$ cat src/rtl/rst_seq_pkg.sv
// Shared types and helpers for the rst_seq reset sequencer.
// Optional debounce is selected with the RST_SEQ_DEBOUNCE_EN macro.
package rst_seq_pkg;

  typedef enum logic [1:0] {
    ST_HOLD    = 2'd0,
    ST_STAGGER = 2'd1,
    ST_RUN     = 2'd2
  } state_e;

  localparam int unsigned SEQ_COUNT_W = 32'd8;
  localparam logic [SEQ_COUNT_W-1:0] SEQ_COUNT_MAX = 8'hFF;

  // Bits needed to hold 0..max_count; never narrower than one bit.
  function automatic int unsigned cnt_width(input int unsigned max_count);
    int unsigned w;
    w = $clog2(max_count + 32'd1);
    return (w == 32'd0) ? 32'd1 : w;
  endfunction

endpackage

$ cat src/rtl/rst_seq_debounce.sv
// Soft-request conditioning: 2-flop synchroniser, optional debounce
// (RST_SEQ_DEBOUNCE_EN) and rising-edge detector producing a one-cycle pulse.
module rst_seq_debounce
  import rst_seq_pkg::*;
#(
  parameter int unsigned DEBOUNCE_CYCLES = 32'd1024
) (
  input  logic clk_i,
  input  logic rst_i,
  input  logic soft_req_i,
  output logic req_pulse_o
);

  logic sync1_q;
  logic sync2_q;
  logic qual_q;
  logic pulse_q;
  logic qual_s;

`ifdef RST_SEQ_DEBOUNCE_EN
  localparam int unsigned DEB_W = cnt_width(DEBOUNCE_CYCLES - 32'd1);
  localparam logic [DEB_W-1:0] DEB_LAST = DEB_W'(DEBOUNCE_CYCLES - 32'd1);

  logic [DEB_W-1:0] deb_cnt_q;

  // Consecutive-high counter; saturates so a held request stays qualified.
  always_ff @(posedge clk_i) begin
    if (rst_i) begin
      deb_cnt_q <= '0;
    end else if (!sync2_q) begin
      deb_cnt_q <= '0;
    end else if (deb_cnt_q != DEB_LAST) begin
      deb_cnt_q <= deb_cnt_q + 1'b1;
    end else begin
      deb_cnt_q <= deb_cnt_q;
    end
  end

  assign qual_s = sync2_q && (deb_cnt_q == DEB_LAST);
`else
  localparam int unsigned unused_debounce_cycles = DEBOUNCE_CYCLES;

  assign qual_s = sync2_q;
`endif

  // Synchroniser and registered rising-edge detect of the qualified level.
  always_ff @(posedge clk_i) begin
    if (rst_i) begin
      sync1_q <= 1'b0;
      sync2_q <= 1'b0;
      qual_q  <= 1'b0;
      pulse_q <= 1'b0;
    end else begin
      sync1_q <= soft_req_i;
      sync2_q <= sync1_q;
      qual_q  <= qual_s;
      pulse_q <= qual_s & ~qual_q;
    end
  end

  assign req_pulse_o = pulse_q;

endmodule

$ cat src/rtl/rst_seq.sv
// Reset sequencer: holds all domains, releases SYS_RST, then staggers the
// per-unit resets. Soft-request debounce is enabled by RST_SEQ_DEBOUNCE_EN.
module rst_seq
  import rst_seq_pkg::*;
#(
  parameter int unsigned NUM_UNITS       = 32'd4,
  parameter int unsigned HOLD_CYCLES     = 32'd4,
  parameter int unsigned STAGGER_CYCLES  = 32'd16,
  parameter int unsigned DEBOUNCE_CYCLES = 32'd1024
) (
  input  logic                   CLK,
  input  logic                   RST,
  input  logic                   SOFT_REQ,
  output logic                   SYS_RST,
  output logic [NUM_UNITS-1:0]   UNIT_RST,
  output logic                   READY,
  output logic [SEQ_COUNT_W-1:0] SEQ_COUNT
);

  localparam int unsigned HOLD_W = cnt_width(HOLD_CYCLES - 32'd1);
  localparam int unsigned GAP_W  = cnt_width(STAGGER_CYCLES - 32'd1);
  localparam int unsigned IDX_W  = cnt_width(NUM_UNITS - 32'd1);

  localparam logic [HOLD_W-1:0] HOLD_LAST = HOLD_W'(HOLD_CYCLES - 32'd1);
  localparam logic [GAP_W-1:0]  GAP_LAST  = GAP_W'(STAGGER_CYCLES - 32'd1);
  localparam logic [IDX_W-1:0]  IDX_LAST  = IDX_W'(NUM_UNITS - 32'd1);

  state_e                 state_q;
  logic [HOLD_W-1:0]      hold_cnt_q;
  logic [GAP_W-1:0]       gap_cnt_q;
  logic [IDX_W-1:0]       unit_idx_q;
  logic                   sys_rst_q;
  logic [NUM_UNITS-1:0]   unit_rst_q;
  logic                   ready_q;
  logic [SEQ_COUNT_W-1:0] seq_count_q;
  logic                   req_pulse_s;

  rst_seq_debounce #(
    .DEBOUNCE_CYCLES (DEBOUNCE_CYCLES)
  ) u_debounce (
    .clk_i       (CLK),
    .rst_i       (RST),
    .soft_req_i  (SOFT_REQ),
    .req_pulse_o (req_pulse_s)
  );

  // Sequencer FSM with all outputs registered.
  always_ff @(posedge CLK) begin
    if (RST) begin
      state_q     <= ST_HOLD;
      hold_cnt_q  <= '0;
      gap_cnt_q   <= '0;
      unit_idx_q  <= '0;
      sys_rst_q   <= 1'b1;
      unit_rst_q  <= '1;
      ready_q     <= 1'b0;
      seq_count_q <= '0;
    end else begin
      case (state_q)
        ST_HOLD: begin
          if (hold_cnt_q == HOLD_LAST) begin
            state_q    <= ST_STAGGER;
            hold_cnt_q <= '0;
            gap_cnt_q  <= '0;
            unit_idx_q <= '0;
            sys_rst_q  <= 1'b0;
          end else begin
            hold_cnt_q <= hold_cnt_q + 1'b1;
          end
        end
        ST_STAGGER: begin
          if (gap_cnt_q == GAP_LAST) begin
            gap_cnt_q <= '0;
            // Ascending release: shift a zero in from the LSB end.
            unit_rst_q <= unit_rst_q << 1'b1;
            if (unit_idx_q == IDX_LAST) begin
              state_q    <= ST_RUN;
              unit_idx_q <= '0;
              ready_q    <= 1'b1;
              if (seq_count_q != SEQ_COUNT_MAX) begin
                seq_count_q <= seq_count_q + 8'd1;
              end else begin
                seq_count_q <= seq_count_q;
              end
            end else begin
              unit_idx_q <= unit_idx_q + 1'b1;
            end
          end else begin
            gap_cnt_q <= gap_cnt_q + 1'b1;
          end
        end
        ST_RUN: begin
          // Soft requests are only honoured once the sequence has completed.
          if (req_pulse_s) begin
            state_q    <= ST_HOLD;
            hold_cnt_q <= '0;
            sys_rst_q  <= 1'b1;
            unit_rst_q <= '1;
            ready_q    <= 1'b0;
          end else begin
            state_q <= ST_RUN;
          end
        end
        default: begin
          state_q    <= ST_HOLD;
          hold_cnt_q <= '0;
          gap_cnt_q  <= '0;
          unit_idx_q <= '0;
          sys_rst_q  <= 1'b1;
          unit_rst_q <= '1;
          ready_q    <= 1'b0;
        end
      endcase
    end
  end

  assign SYS_RST   = sys_rst_q;
  assign UNIT_RST  = unit_rst_q;
  assign READY     = ready_q;
  assign SEQ_COUNT = seq_count_q;

endmodule

$ cat config.mk
export PLATFORM = sky130hd
export DESIGN_NAME = rst_seq
export DESIGN_NICKNAME = d
export VERILOG_FILES = /design/src/rtl/rst_seq_pkg.sv /design/src/rtl/rst_seq_debounce.sv /design/src/rtl/rst_seq.sv
export SDC_FILE = /design/constraint.sdc
export NUM_CORES = 1
export LEC_CHECK = 0
export ABC_AREA = 1
export BUFFER_PORTS_ARGS = -buffer_cell sky130_fd_sc_hd__buf_2
export CAP_MARGIN = 20
export CORE_ASPECT_RATIO = 0.6
export CORE_MARGIN = 2
export CORE_UTILIZATION = 40
export DETAILED_ROUTE_END_ITERATION = 8
export PLACE_DENSITY = 0.58
export SLEW_MARGIN = 10
export SYNTH_ARGS = -nofsm -noshare
export SYNTH_HDL_FRONTEND = slang
export SYNTH_HIERARCHICAL = 1
export SYNTH_SLANG_ARGS = --single-unit
$ cat constraint.sdc
create_clock -name CLK -period 3.3 [get_ports CLK]
set_input_delay 0.495 -clock CLK [delete_from_list [all_inputs] [get_ports CLK]]
set_output_delay 0.495 -clock CLK [all_outputs]
set_load 0.05 [all_outputs]
---- After elaboration in Yosys (flattened, before gate mapping) ----
Cells that the tools add are included.
storage, ports and cells
  input port bits ......................... 3
  register bits ........................... 28
  word-level logic and storage cells ...... 65
cells by class
  $add $sub $neg .......................... 4
  equal/unequal tests ..................... 10
  bitwise gates (word level) .............. 5
  multiplexer cells ....................... 25
  reductions and logical operators ........ 9
operator list
  cell                 count
  $pmux 4 s3           2
  $mux 2               9
  $pmux 2 s3           3
  $mux 4               4
  $reduce_and 3->1     4
  $add 8x1->8 const B  1
  $ne 8x8->1 const B   1
  $reduce_and 4->1     2
  $eq 2x2->1 const B   3
  $ne 2x2->1 const B   3
  $pmux 1 s3           2
  $mux 1               5
  $add 2x1->2 const B  2
  $add 4x1->4 const B  1
  $eq 4x4->1 const B   1
  $not 1->1            4
  $reduce_and 2->1     2
  $eq 2x1->1 const B   1
  $logic_not 2->1      1
  $ne 2x1->1 const B   1
  $and 1x1->1          1

---- Depth between registers and ports, before layout ----
Gate-level depths: netlist of run 1.
  depth after elaboration ................. 4
  depth in mapped cells ................... 7

---- Modules after synthesis ----
The synthesis of run 1 kept the hierarchy.
by module, submodules not included
  module            times used  cells an instance  area an instance (um2)  sequential area each (um2)
  rst_seq           1           169                1162.4                  480.5
  rst_seq_debounce  1           12                 115.1                   80.1

---- Least setup slack after synthesis of run 1 ----
OpenSTA, ideal clock, no wires.
  path type ............................... flip-flop to flip-flop
  start point ............................. register seq_count_q[1] (netlist: SEQ_COUNT[1])
  end point ............................... register seq_count_q[2] (netlist: SEQ_COUNT[2])
  slack ................................... 1674 ps
  path buffers ............................ 0
  period minus slack after synthesis ...... 1626 ps
  required time ........................... 3230 ps
  setup time .............................. 70 ps
  arrival ................................. 1555 ps
  stages on the path, launching flop included .. 8
  path through ............................ dfxtp_1 -> ha_1 -> nand3_1 -> inv_1 -> nand2_1 -> nand3_2 -> nand2_1 -> a21oi_1
between the ends
  cells in the longest elaborated chain, start to end .. 2
RTL lines
  element                                                              RTL line       text
  start: declaration                                                   rst_seq.sv:35  logic [SEQ_COUNT_W-1:0] seq_count_q;
  start signal: assignment                                             rst_seq.sv:81  seq_count_q <= seq_count_q + 8'd1;
  start signal: assignment                                             rst_seq.sv:83  seq_count_q <= seq_count_q;
  parallel branches: the longest is 2 deep, another holds $add 8x1->8  n/a
Parallel ways; which one is timed is not known.
A chain may end at the register's enable or synchronous reset.

---- Worst setup path after layout of run 1 ----
  start point ............................. register gap_cnt_q[1]
  end point ............................... register seq_count_q[1] (netlist: SEQ_COUNT[1])
between the ends
  cells in the longest elaborated chain, start to end .. 2
RTL lines
  element                            RTL line       text
  start: declaration                 rst_seq.sv:30  logic [GAP_W-1:0] gap_cnt_q;
  start signal: assignment           rst_seq.sv:89  gap_cnt_q <= gap_cnt_q + 1'b1;
  $eq 4x4->1                         rst_seq.sv:72  if (gap_cnt_q == GAP_LAST) begin
  $reduce_and 4->1 (no source line)  n/a
No other way between the ends.

==> results.txt, run 1 <==
----------------------------------------------------
[Run status]
  Result of the run ... finished, final reports clean

[Worst setup path]
  Highest fanout seen on the critical path ... 8
  Required time reported for the critical path endpoint ... between 3 and 4 ns
  Crit start category ... flop
  Origin of the worst setup path ... gap_cnt_q[1]$_SDFFE_PP0P_
  Type of destination of the critical path ... flop
  Signal arrival time at the worst endpoint ... between 1.5 and 2 ns
  Startpoint of the worst register-to-register path ... gap_cnt_q[1]$_SDFFE_PP0P_
  Worst setup path category ... flop to flop

[Worst hold path]
  Startpoint of the worst hold path ... u_debounce/sync1_q$_SDFF_PP0_
  Class of the worst hold path ... flop to flop

[Pwr]
  Static Leak ... 0.000639 uW
  Ratio of total power to cell area ... 614 nW/um^2
  Post-route total power ... approximately 910 uW
  Switching fraction of total power ... 32.5%
  Combinational share of power ... between 20% and 30%
  Clock power share ... just under 30%
  P_sw ... 294 uW
  Share of power burned in registers ... a little under half
  Largest vdd supply drop ... approximately 0.00034 V
  Power Internal ... a little over 600 uW

[Timing]
  Final setup violation count ... 0
  PnR worst setup slack ... between 1.5 and 2 ns
  Headroom to the max-slew limit ... 73.9%
  Post-route minimum period ... approximately 1.5 ns
  Slew Limit Fails ... 0
  Setup repair after global routing missed its margin ... no
  Share of the cycle needed by the critical path after routing ... around 46%
  Smallest hold slack ... between 0.4 and 0.5 ns
  Slew @ Worst Pin ... approximately 0.4 ns
  Clk_skew ... ~0.0049 ns
  Number of hold violations in the final report ... 0
  Sum Neg Setup Slack ... 0 ns
  Max Clk Rate ... roughly 660 MHz

[Route]
  Post-DR vias/cell ... 4.73
  Wirelength per Cell ... between 10 and 15 um
  Vias after detailed routing ... 1139
  Number of DRC violations after detailed-routing iteration 0 ... 30
  Total wirelength of the detailed-routed design ... around 2500 um
  Drt first pass iters ... 4
  Antenna Nets Post-Route ... 0
  Remaining design rule violation count ... 0

[Clocking]
  Num CTS Buffers ... 3
  Clock Pin Slew Worst Setup and Hold Paths ... 0.09 ns
  Cell chosen for the clock root ... clkbuf_8
  Number of setup buffers added after CTS ... 0
  Clock sink total ... 28
  Clock tree from TritonCTS ... yes
  Clock insertion delay at the later pin of the skew report ... 0.27 ns
  Number of gates resized after CTS ... 0
  H-Tree Level Count ... 1
  Maximum number of buffers from clock root to sink ... 2
  Post-cts hold buffer count ... 0

[Global routing]
  Vias in the first global route ... 957
  Number of antenna violations at the first check in global routing ... 0
  Met2 demand-to-capacity share in global routing ... 23.3%
  Grt total ovfl ... 0
  Global-route wire length before repair ... approximately 4300 um
  Most used routing layer ... met2
  GR Util All Layers ... approximately 15%
  Maximum number of pins on one net before global-route repair ... 20
  Met1 layer usage reported by global route ... between 20% and 30%
  M3 GR Usage ... about 4.2%

[Synthesis]
  Cell with the most instances after synthesis ... nand2_1
  Net count after synthesis ... around 190
  Yosys top cell by area ... dfxtp_1
  Commonest cells post-synth ... nand2_1 (49), dfxtp_1 (28), nor2_1 (22)
  Prevailing post-synth register cell ... dfxtp_1
  Ys async rst share ... 0%
  Leading post-synthesis cells by cell area ... dfxtp_1 (44%), nand2_1 (14%), a21oi_1 (7.4%)
  Synthesis Warnings ... 6
  Synthesized instance count ... approximately 180
  Synthesis-stage register bit count ... 28
  Fraction of post-synthesis cell area in the top cell type by area ... a little over two fifths
  Synth cell types ... 19
  Number of enable flip-flop cells after synthesis ... 0
  Synthesized area divided by synthesized cell count ... approximately 7.1 um^2
  Mapped cell area ... about 1300 um^2
  Sequential cell area fraction in the yosys report ... between 40 and 50%

[Placed design]
  Half-perimeter wire length after placement ... 1880 um
  Port Buffers ... 16
  Worst Setup Slack post-DPL ... about 1.8 ns
  Dpl cell area ... around 1400 um^2
  Final weighted congestion in routability-driven placement ... about 0.80

[Flow run]
  Max_cap viols ... 0

[Cells and area]
  Number of antenna repair diodes ... 0
  Layout overhead on the synthesized area ... 15.4%
  Layout filler cell count ... 290
  Layout Nets ... between 200 and 250
  Area of all placed cells without fillers ... between 1000 and 1500 um^2
  Layout cell share with drive strength beyond 1 ... 14.1%

[Die]
  Core Area ... between 2000 and 3000 um^2
  Floorplan die area ... roughly 3700 um^2
  Initial Utilization ... between 40 and 50%
  # IOs ... 17
  Site Rows ... 15
  Y dimension of the die ... around 48 um
  Die extent in x ... approximately 77 um

----------------------------------------------------
power groups by stage:
stage / logic, uW / clock network, uW / registers, uW
global route: 259 / 288 / 420
global placement: 225 / 0 / 417
CTS: 229 / 271 / 412
detailed placement: 228 / 0 / 420
floorplan: 128 / 0 / 470
finish: 229 / 264 / 412
per-stage QoR:
stage	cells	utilization (%)
finish	241	50.0
global route	241	50.0
CTS	241	50.0
detailed placement	237	47.6
global placement	237	47.6
floorplan	181	-
critical path: stages, from the launching register on:
cell and delay, ns:
dfxtp_1 0.38, ha_1 0.20, nand3_1 0.14, nor2_1 0.25, nand3_2 0.23, o21ai_1 0.19
nor2_1 0.05
cell type report:
type                    count  area (um^2)  share of cell area [%]
multi-input cells         128          623                    42.3
flip-flops and latches     28          561                    38.0
inverters                  23         86.3                    5.86
repair buffers             16         80.1                    5.43
well taps                  42         52.6                    3.57
clock buffers               3         41.3                    2.80
clock inverters             1         30.0                    2.04
worst paths after layout:
kind,to,slack [ns],cells after the start
setup / recovery,SEQ_COUNT[1]$_SDFFE_PP0P_,1.78,6
hold / removal,u_debounce/qual_s$_SDFF_PP0_,0.41,2
setup reg to reg,SEQ_COUNT[1]$_SDFFE_PP0P_,1.78,6
hold reg to reg,u_debounce/qual_s$_SDFF_PP0_,0.41,2
state kept, by name, summed over array words and instances, names as in the netlist:
signal and count:
unit_idx_q 2, state_q 2, SYS_RST 1, u_debounce/qual_q 1, UNIT_RST 4, u_debounce/req_pulse_o 1
u_debounce/qual_s 1, READY 1, SEQ_COUNT 8, u_debounce/sync1_q 1, hold_cnt_q 2, gap_cnt_q 4
kinds of logic (layout without fill, tap and decap cells):
| family | count (synthesis) | in the layout | synth area share [%] |
|---|---|---|---|
| xor gates and xnor gates | 3 | 3 | 2.06 |
| and+or+nand+nor | 89 | 89 | 30.3 |
| buffers and inverters | 25 | 43 | 7.35 |
| DFF | 28 | 28 | 43.9 |
| adders and majority gates | 4 | 4 | 3.92 |
| AOI/OAI and AO/OA | 32 | 32 | 12.5 |
cell usage in the layout (no fill, tap or decap):
| master | synthesis | routed |
|---|---|---|
| nor2_2 | 1 | 1 |
| buf_2 | 0 | 16 |
| a21oi_1 | 19 | 19 |
| nand2_1 | 49 | 49 |
| inv_2 | 2 | 2 |
| nor3_1 | 3 | 3 |
| bufinv_16 | 0 | 1 |
| ha_1 | 4 | 4 |
| nand2_2 | 1 | 1 |
| o21ai_1 | 3 | 3 |
| xnor2_1 | 2 | 2 |
| nor2_4 | 2 | 2 |
| nand3_1 | 7 | 7 |
| xor2_1 | 1 | 1 |
| nand3b_1 | 2 | 2 |
| o21ai_0 | 10 | 10 |
| dfxtp_1 | 28 | 28 |
| inv_1 | 21 | 21 |
| nand3_2 | 2 | 2 |
| clkbuf_8 | 0 | 3 |
| nor2_1 | 22 | 22 |
per-layer routing:
metal,up-vias,wire (um)
met5,-,0
met4,0,19
met3,2,86
met2,17,1010
met1,509,1430
li1,611,-
Power figures use the tool's default switching activity.
==> inputs of run 2 (changes only) <==
==> constraint.sdc (replaced) <==
create_clock -name CLK -period 1.6 [get_ports CLK]
set_input_delay 0.24 -clock CLK [delete_from_list [all_inputs] [get_ports CLK]]
set_output_delay 0.24 -clock CLK [all_outputs]
set_load 0.05 [all_outputs]
==> results.txt, run 2 (same netlist as run 1, synthesis figures left out) <==
----------------------------------------------------
[Route]
  Vias after detailed routing ... 1123 (was 1139)
  Antenna Nets Post-Route ... 0 (unchanged)
  Wirelength per Cell ... 10.5 um (unchanged)
  Drt first pass iters ... 6 (was 4)
  Number of DRC violations after detailed-routing iteration 0 ... 62 (was 30)
  Total wirelength of the detailed-routed design ... 2540 um (unchanged)
  Remaining design rule violation count ... 0 (unchanged)
  Post-DR vias/cell ... 4.66 (was 4.73)

[Global routing]
  GR Util All Layers ... 14.8% (was 15.0%)
  Global-route wire length before repair ... 4170 um (was 4290 um)
  Vias in the first global route ... 960 (was 957)
  Maximum number of pins on one net before global-route repair ... 20 (unchanged)
  Number of antenna violations at the first check in global routing ... 0 (unchanged)
  Grt total ovfl ... 0 (unchanged)

[Pwr]
  Ratio of total power to cell area ... 1270 nW/um^2 (was 614 nW/um^2)
  Largest vdd supply drop ... 0.000746 V (was 0.000344 V)
  Static Leak ... 0.000640 uW (was 0.000639 uW)
  Post-route total power ... 1870 uW (was 906 uW)

[Die]
  Initial Utilization ... 43.4% (unchanged)
  Core Area ... 2950 um^2 (unchanged)
  Y dimension of the die ... 47.8 um (unchanged)
  # IOs ... 17 (unchanged)
  Floorplan die area ... 3680 um^2 (unchanged)
  Die extent in x ... 77.0 um (unchanged)
  Site Rows ... 15 (unchanged)

[Worst setup path]
  Required time reported for the critical path endpoint ... 1.77 ns (was 3.48 ns)
  Crit start category ... flop (unchanged)
  Highest fanout seen on the critical path ... 8 (unchanged)
  Signal arrival time at the worst endpoint ... 1.65 ns (was 1.69 ns)
  Worst-case register-to-register setup slack ... 0.12 ns (was 1.78 ns)
  Worst setup path category ... flop to flop (unchanged)
  Type of destination of the critical path ... flop (unchanged)

[Timing]
  Final setup violation count ... 0 (unchanged)
  Number of hold violations in the final report ... 0 (unchanged)
  Max Clk Rate ... 674 MHz (was 659 MHz)
  PnR worst setup slack ... 0.117 ns (was 1.78 ns)
  Setup repair after global routing missed its margin ... yes (was no)
  Headroom to the max-slew limit ... 71.9% (was 73.9%)
  Slew Limit Fails ... 0 (unchanged)
  Slew @ Worst Pin ... 0.418 ns (was 0.389 ns)
  Sum Neg Setup Slack ... 0 ns (unchanged)
  Clk_skew ... 0.00104 ns (was 0.00488 ns)
  Share of the cycle needed by the critical path after routing ... 92.7% (was 46.0%)
  Post-route minimum period ... 1.48 ns (was 1.52 ns)

[Clocking]
  Number of setup buffers added after CTS ... 0 (unchanged)
  Num CTS Buffers ... 3 (unchanged)
  Maximum number of buffers from clock root to sink ... 2 (unchanged)
  Number of gates resized after CTS ... 0 (unchanged)
  Clock sink total ... 28 (unchanged)
  H-Tree Level Count ... 1 (unchanged)
  Cell chosen for the clock root ... clkbuf_8 (unchanged)
  Clock tree from TritonCTS ... yes (unchanged)
  Clock Pin Slew Worst Setup and Hold Paths ... 0.09 ns (about the same)
  Post-cts hold buffer count ... 0 (unchanged)
  Clock insertion delay at the later pin of the skew report ... 0.27 ns (about the same)

[Placed design]
  Worst Setup Slack post-DPL ... 0.137 ns (was 1.85 ns)
  Final weighted congestion in routability-driven placement ... 0.749 (was 0.799)
  Cells after DPL ... 237 (unchanged)
  Half-perimeter wire length after placement ... 1920 um (was 1880 um)
  Dpl cell area ... 1410 um^2 (was 1400 um^2)
  Port Buffers ... 16 (unchanged)

[Cells and area]
  Layout Nets ... 207 (unchanged)
  Leading cell type in the layout, fill and taps excluded ... nand2_1 (unchanged)
  Layout filler cell count ... 316 (was 290)
  Layout cell share with drive strength beyond 1 ... 15.1% (was 14.1%)
  Flip-flop count of the largest register after layout ... 8 (unchanged)
  Layout overhead on the synthesized area ... 15.6% (was 15.4%)
  Number of antenna repair diodes ... 0 (unchanged)
  Top library cells by usage in the layout, fill and taps aside ... nand2_1 (49), dfxtp_1 (26), nor2_1 (22), inv_1 (21), a21oi_1 (19) (was nand2_1 (49), dfxtp_1 (28), nor2_1 (22), inv_1 (21), a21oi_1 (19))
  Area of all placed cells without fillers ... 1480 um^2 (was 1470 um^2)
  Cell Count, Final, Fillers Out ... 241 (unchanged)

[Worst hold path]
  Class of the worst hold path ... primary input to flop (was flop to flop)

[Flow run]
  Max_cap viols ... 0 (unchanged)

[Run status]
  Result of the run ... finished, final reports clean (unchanged)

----------------------------------------------------
[run 2: changes by cell type in the layout (fill, tap and decap cells not counted)]
cell     previous run  this run
dfxtp_1            28        26
dfxtp_2             0         2
[run 2: final cells by class]
cell class | count | area (um^2) | area share [%]
multi-input cells | 128 | 623 | 42.2
repair buffers | 16 | 80.1 | 5.42
flip-flops and latches | 28 | 563 | 38.1
clock buffers | 3 | 41.3 | 2.80
inverters | 23 | 86.3 | 5.85
well taps | 42 | 52.6 | 3.56
clock inverters | 1 | 30.0 | 2.03
[run 2: report_power, final]
group | switching [uW] | total (uW) | leakage (uW) | internal, uW
Sequential | 61.4 | 851 | 0.000229 | 789
Clock | 211 | 546 | 0.0000357 | 335
Combinational | 339 | 478 | 0.000376 | 139
[run 2: routing by layer]
metal	global-route usage, %	up-vias	share of wire (%)
met5	0	-	0
met4	2.55	0	0.31
met3	4.15	2	2.9
met2	24.7	11	40
met1	19.9	503	57
li1	-	607	-
[run 2: critical path, stage by stage (launching register included)]
cell,delay [ns]
dfxtp_1,0.39
ha_1,0.21
nand3_1,0.12
nor2_1,0.23
nand3_2,0.22
o21ai_1,0.17
nor2_1,0.05
[run 2: per-stage QoR]
stage | util, % | hold slack, ns
after floorplan | - | 0.311
after global placement | 47.7 | 0.387
after detailed placement | 47.7 | 0.388
after CTS | 50.1 | 0.166
after global routing | 50.1 | 0.169
final | 50.1 | 0.179
[run 2: path summary, 6_finish.rpt]
| check | startpoint | to | cells after the start |
|---|---|---|---|
| setup / recovery | gap_cnt_q[0]$_SDFFE_PP0P_ | SEQ_COUNT[1]$_SDFFE_PP0P_ | 6 |
| hold / removal | SOFT_REQ | u_debounce/sync1_q$_SDFF_PP0_ | 3 |
| setup reg to reg | gap_cnt_q[0]$_SDFFE_PP0P_ | SEQ_COUNT[1]$_SDFFE_PP0P_ | 6 |
| hold reg to reg | u_debounce/qual_q$_SDFF_PP0_ | u_debounce/req_pulse_o$_SDFF_PP0_ | 1 |
